File: src/rtl/rr_mux_arbiter.sv
// N-channel valid/ready mux: a round-robin or fixed-priority arbiter feeds a one-entry output register.
// Latency: one cycle from input transfer to out_data/out_valid.
// Backpressure: in_ready is low while the held word is stalled (out_valid && !out_ready); drain and load can share an edge.
module rr_mux_arbiter #(
  parameter int N_CH  = 4,
  parameter int WIDTH = 8,
  parameter int CNT_W = 16,
  parameter int CH_W  = $clog2(N_CH)
) (
  input  logic                    clk,
  input  logic                    rst_n,
  input  logic                    mode,
  input  logic [N_CH*WIDTH-1:0]   in_data,
  input  logic [N_CH-1:0]         in_valid,
  output logic [N_CH-1:0]         in_ready,
  output logic [WIDTH-1:0]        out_data,
  output logic [CH_W-1:0]         out_ch,
  output logic                    out_valid,
  input  logic                    out_ready,
  output logic [CNT_W-1:0]        xfer_cnt
);

  logic [CH_W-1:0]  ptr;
  logic [CH_W-1:0]  hi_idx;
  logic [CH_W-1:0]  lo_idx;
  logic [CH_W-1:0]  gnt_idx;
  logic             hi_found;
  logic             any_req;
  logic             load_en;
  logic             xfer;
  logic [WIDTH-1:0] sel_data;

  // The output register can take a new word when empty or being drained this cycle.
  assign load_en = !out_valid || out_ready;
  assign any_req = |in_valid;
  assign xfer    = rst_n && load_en && any_req;

  // Find the lowest requester overall and the lowest requester at or above the pointer.
  // Scanning downwards lets the last hit win, which is the lowest index.
  always_comb begin
    hi_idx   = '0;
    lo_idx   = '0;
    hi_found = 1'b0;
    for (int i = N_CH - 1; i >= 0; i--) begin
      if (in_valid[i]) begin
        lo_idx = CH_W'(i);
        if (CH_W'(i) >= ptr) begin
          hi_idx   = CH_W'(i);
          hi_found = 1'b1;
        end
      end
    end
  end

  // Round-robin wraps to the lowest requester when nothing sits at or above the pointer;
  // fixed priority ignores the pointer entirely.
  always_comb begin
    gnt_idx = lo_idx;
    if (!mode && hi_found) begin
      gnt_idx = hi_idx;
    end
  end

  // One-hot accept to the granted channel, gated by register availability and reset.
  always_comb begin
    in_ready = '0;
    if (xfer) begin
      in_ready[gnt_idx] = 1'b1;
    end
  end

  // Pick the granted channel's word out of the packed input bus.
  always_comb begin
    sel_data = '0;
    for (int i = 0; i < N_CH; i++) begin
      if (gnt_idx == CH_W'(i)) begin
        sel_data = in_data[i*WIDTH +: WIDTH];
      end
    end
  end

  // Output register, transfer counter and round-robin pointer.
  always_ff @(posedge clk) begin
    if (!rst_n) begin
      out_valid <= 1'b0;
      out_data  <= '0;
      out_ch    <= '0;
      xfer_cnt  <= '0;
      ptr       <= '0;
    end else begin
      if (xfer) begin
        out_valid <= 1'b1;
        out_data  <= sel_data;
        out_ch    <= gnt_idx;
        xfer_cnt  <= xfer_cnt + 1'b1;
        if (!mode) begin
          ptr <= (gnt_idx == CH_W'(N_CH - 1)) ? '0 : gnt_idx + 1'b1;
        end
      end else if (out_valid && out_ready) begin
        out_valid <= 1'b0;
      end
    end
  end

endmodule

File: config.mk
export PLATFORM = sky130hd
export DESIGN_NAME = rr_mux_arbiter
export DESIGN_NICKNAME = d
export VERILOG_FILES = /design/src/rtl/rr_mux_arbiter.sv
export SDC_FILE = /design/constraint.sdc
export NUM_CORES = 1
export LEC_CHECK = 0
export BUFFER_PORTS_ARGS = -buffer_cell sky130_fd_sc_hd__clkbuf_2
export CAP_MARGIN = 20
export CORE_MARGIN = 2
export CORE_UTILIZATION = 32
export DETAILED_ROUTE_END_ITERATION = 6
export PLACE_DENSITY_LB_ADDON = 0.15
export SLEW_MARGIN = 20
export SYNTH_ARGS = -nofsm -noshare
export SYNTH_HDL_FRONTEND = slang
export SYNTH_SLANG_ARGS = --single-unit
export TNS_END_PERCENT = 5
File: constraint.sdc
create_clock -name clk -period 3.2 [get_ports clk]
set_input_delay 0.48 -clock clk [delete_from_list [all_inputs] [get_ports clk]]
set_output_delay 0.48 -clock clk [all_outputs]
set_load 0.01 [all_outputs]
Yosys cells after proc, flatten, opt, wreduce, memory -nomap -nowiden --
Index checks and enable logic that the tools add are counted.
Word-level totals: bits in read-only memories 0, word-level logic and storage cells 60, latch bits 0, memories 0, output and inout bits 31, memory bits (writable) 0, bits of input ports 40, bits in registers 29
Operators by class: $lt $le $gt $ge 6, reductions and logical operators 12, shift operators 0, eq/ne operators 3, multiplexer cells 31, div/mod/pow operators 0, bitwise logic cells 1, add/sub/neg operators 2, multipliers 0
Operators with widths (number):
- $mux W8 | 4
- $mux W2 | 14
- $add A16 B1 Y16 const B | 1
- $mux W1 | 11
- $logic_and A1 B1 Y1 | 5
- $eq A2 B2 Y1 const B | 2
- $ge A1 B2 Y1 const A | 2
- $ge A2 B2 Y1 const A | 2
- $mux W4 | 1
- $reduce_or A4 Y1 | 1
- $lt A2 B3 Y1 const B | 1
- $add A2 B1 Y2 const B | 1
- $demux W1 S2 | 1
- $eq A2 B1 Y1 const B | 1
- $ge A2 B1 Y1 const B | 1
- $logic_not A1 Y1 | 2
- $logic_not A2 Y1 | 1
- $reduce_and A2 Y1 | 1
- $reduce_bool A2 Y1 | 1
- $logic_or A1 B1 Y1 | 1
- $not A1 Y1 | 1

Logic depth before layout (Yosys ltp) --
depth after elaboration 16, gate-level depth with buffers 11, depth with buffers taken out 9

Least setup slack after synthesis --
OpenSTA, ideal clock, no wires.
path type input to output, start in in_valid[0], end out in_ready[3], required time 2.720 ns, path buffers 2, arrival 2.241 ns, stages on the path 8, slack 0.479 ns, cells stage by stage nor2b_1 -> o211a_1 -> or2_2 -> o21ai_0 -> ha_1 -> buf_1 -> clkbuf_1 -> and2_1
On the way: cells in the longest elaborated chain, start to end 8, elaborated cells on any way between the ends 13, those cells by class order compare (2); mux (7); reduce/logical (4)
Ends and longest elaborated chain:
- start, declared | RTL line 14 | input logic [N_CH-1:0] in_valid,
- $mux W1 | RTL line 45 | if (in_valid[i]) begin
- $logic_and A1 B1 Y1 | RTL line 59 | if (!mode && hi_found) begin
- $mux W2 (*) | RTL line 59
- net gnt_idx[0] | RTL line 26 | logic [CH_W-1:0] gnt_idx;
- $lt A2 B3 Y1 (not written as such) / $ge A2 B1 Y1 (equally long branches) | RTL line 68 | in_ready[gnt_idx] = 1'b1;
- $logic_and A1 B1 Y1 (not written as such) | RTL line 68
- $mux W1 (not written as such) | RTL line 68
- $demux W1 S2 (*) | RTL line 68
- $mux W4 (*) | RTL line 67 | if (xfer) begin
- end, declared | RTL line 15 | output logic [N_CH-1:0] in_ready,
Mark *: on every way through the listed nets, which the timed path passes. The rest lies on a longest branch.

Worst setup path in the final report --
start reg ptr[0], end out in_ready[1]
On the way: cells in the longest elaborated chain, start to end 16, elaborated cells on any way between the ends 28, those cells by class order compare (6); mux (20); reduce/logical (2)
Ends and longest elaborated chain:
- start, declared | RTL line 23 | logic [CH_W-1:0] ptr;
- start signal, assigned | RTL line 97 | ptr <= (gnt_idx == CH_W'(N_CH - 1)) ? '0 : gnt_idx + 1'b1;
- $ge A2 B2 Y1 | RTL line 47 | if (CH_W'(i) >= ptr) begin
- $mux W1 | RTL line 47
- $mux W1 | RTL line 45
- $mux W1 | RTL line 47
- $mux W1 | RTL line 45
- $mux W1 | RTL line 47
- $mux W1 | RTL line 45
- $mux W1 | RTL line 47
- $mux W1 | RTL line 45
- $logic_and A1 B1 Y1 | RTL line 59
- $mux W2 (*) | RTL line 59
- net gnt_idx[0] | RTL line 26
- $lt A2 B3 Y1 (not written as such) / $ge A2 B1 Y1 (equally long branches) | RTL line 68
- $logic_and A1 B1 Y1 (not written as such) | RTL line 68
- $mux W1 (not written as such) | RTL line 68
- $demux W1 S2 (*) | RTL line 68
- $mux W4 (*) | RTL line 67
Marked as above.

==> results.md <==
- Most common cell after layout, fill and taps aside: clkbuf_2
- Die H: between 70 and 80 um
- Fin. max-slew vios: 0
- Switching part of the total power: just under 30%
- Delay-heaviest family, CP: simple AND/OR/NAND/NOR gates
- # clock sinks: 29
- Residual DRC count: 0
- Post-CTS Setup Repair Bufs: 0
- Post-synth EDFFs: 0
- Yosys cell types: 45
- CP max stage delay: between 0.5 and 0.6 ns
- Fin. Hold Viols: 0
- Final Cycle Share: 90.9%
- Crit-path cells: nor2b_1, o211a_1, or2_2, o21ai_0, ha_1, and2_1, clkbuf_2
- Slowest stage cell, crit path: ha_1
- Area Overhead vs Synth: 25.5%
- Fmax: 344 MHz
- Vias in the first global route: roughly 1700
- Detailed Place HPWL: about 3400 um
- Largest net degree at the start of global routing: 22
- Post-Synthesis Cells: ~230
- Global-route wire length before repair: about 7600 um
- I/O pins: 71
- Synth top area share: between 30 and 40%
- TritonCTS clock tree: yes
- Core area: between 5000 and 6000 um2
- VDD IR max: approximately 0.16 mV
- Crit end category: output port
- Avg Cell Area, Syn: between 7 and 8 um2
- Starting DRC count in detailed routing: 135
- Seq cells post-synth: 29
- Site row count: 26
- PostCTS Resize Cnt: 0
- Routed WL: between 4000 and 5000 um
- Crit start category: flop
- Die area: approximately 6100 um2
- # diodes: 0
- Async S/R FF share, synth: 0%
- Routed via count: approximately 1800
- Sequential-to-total area share from yosys stat: 33.3%
- RePlAce Congestion: 0.850
- Hold WS: 0.476 ns
- Top_reg_cell synth: dfxtp_1
- Cts bufs inserted: 5
- Pwr dens: approximately 400 nW/um2
- GRT Total Usage: around 15%
- Worst setup path category: reg2out
- Largest fanout on the critical path: 17
- Synth Warn #: 0
- # hold bufs at CTS: 0
- Outcome: completed
- Filler instances: about 550
- Critical Path AT: 2.43 ns
- HP Class: reg2reg
- Post-Syn Area: around 1700 um2
- H-tree Lvls: 2
- Initial Util: 33.7%
- RSZ-0062 raised after global routing: false
- Internal power: a little over 600 uW
- Router iterations before antenna repair: 4
- CP Buf/Inv Count: 1
- Antenna-violating nets left: 0
- Worst-Skew Late Latency: approximately 0.27 ns
- Fin nets: approximately 330
- Chip Width: just under 80 um
- Maxcap violations: 0
- Post-Syn Nets: 270
- Synth area leaders: dfxtp_1 33%, a21oi_1 8.0%, o21ai_0 5.4%
- Combinational power share: a little under a quarter
- Worst Max-Slew Pin Slew: 0.506 ns
- Tmin final: ~2.9 ns
- Clock root buffer: clkbuf_8
- Final Skew: around 0.0045 ns
- Grt ovf: 0
- Flop pwr share: between 40% and 50%
- CP required: between 2 and 3 ns
- Final setup viols: 0
- Setup TNS: 0 ns
- NetSw: ~260 uW
- Yosys top cell by area: dfxtp_1
- Reg clk slew, reported paths: 0.06 ns
- Initial antenna violation count: 0
- Clock power share: around a third
- I/O Buffers: 70
- P_leak: approximately 0.00096 uW
- Clock tree buffer depth: 2
- Most frequent cells in the layout: 70 x clkbuf_2, 29 x dfxtp_1, 28 x a21oi_1
- Vias per inst: roughly 5.1
- Max-slew headroom: 66.2%
- Wire per inst: around 13 um
- Share of layout cells above drive strength 1: 28.6%
==> tightest hold or removal path, delay by kind of cell (launching register included) <==
kind	cells	cell delay [ns]
flops	1	0.32
mux	1	0.06
simple gates	1	0.06
==> power groups by stage <==
stage               Combinational [uW]  Clock, uW  Sequential [uW]
finish                             199        284              396
detailed placement                 201          0              404
global placement                   200          0              404
global route                       226        305              398
CTS                                202        292              396
floorplan                          121          0              410
==> path summary, 6_finish.rpt <==
check	start	endpoint	slack, ns	depth (start not counted)
setup / recovery	ptr[0]$_SDFFE_PN0P_	in_ready[1]	0.29	7
hold / removal	xfer_cnt[15]$_SDFFE_PN0P_	xfer_cnt[15]$_SDFFE_PN0P_	0.48	2
setup reg to reg	ptr[0]$_SDFFE_PN0P_	out_data[2]$_SDFFE_PN0P_	0.71	8
hold reg to reg	xfer_cnt[15]$_SDFFE_PN0P_	xfer_cnt[15]$_SDFFE_PN0P_	0.48	2
==> metrics by stage <==
stage | util (%) | power [uW] | instances | setup slack [ns] | instance area (um2)
4_1_cts | 42.4 | 890 | 360 | 0.290 | 2190
3_3_place_gp | 40.8 | 604 | 352 | 0.351 | 2110
6_report | 42.4 | 879 | 360 | 0.292 | 2190
5_1_grt | 42.4 | 930 | 360 | 0.0980 | 2190
2_1_floorplan | - | 530 | 225 | 0.479 | 1750
3_5_place_dp | 40.8 | 605 | 352 | 0.311 | 2110
==> sequential cells by signal, indices dropped and copies added, names as in the netlist <==
name,count
out_data,8
ptr,2
out_valid,1
out_ch,2
xfer_cnt,16
==> cell type report <==
type	instances	area (um2)	area share, %
clock buffer	8	80.1	3.66
timing repair buffer	73	373	17.0
inverter	16	60.1	2.74
tap	70	87.6	4.00
sequential	29	581	26.5
multi-input combinational	164	1010	46.1
==> cells in the mapped netlist, types with 2 or more instances <==
cell	instances
dfxtp_1	29
a21oi_1	28
o21ai_0	19
nand2_1	17
inv_1	16
nor2_1	11
a221oi_1	8
nand3_1	8
clkbuf_1	7
o31ai_1	7
or4_1	7
nand4_1	6
and2_1	5
ha_1	5
o21ai_1	5
buf_6	4
nor2b_1	4
buf_1	3
o211ai_1	3
or3_1	3
mux2i_1	2
nand2b_1	2
o21a_1	2
or2_2	2
xor2_1	2
==> cells by family after synthesis <==
family / after synthesis / share of synthesized area [%]
compound gates: 81 / 28.5
simple gates: 73 / 23.1
mux: 2 / 1.15
flops: 29 / 33.3
xor+xnor: 3 / 1.51
buf+inv: 32 / 8.89
fa+ha+maj: 5 / 3.58
==> per-layer routing <==
layer	share of wire (%)	wire (um)	global-route usage, %
met2	50	2300	27.0
met3	3.7	170	3.49
met1	46	2130	18.3
met4	0.63	29	5.89
met5	0	0	0
No activity file was read; power rests on OpenSTA's default activity.
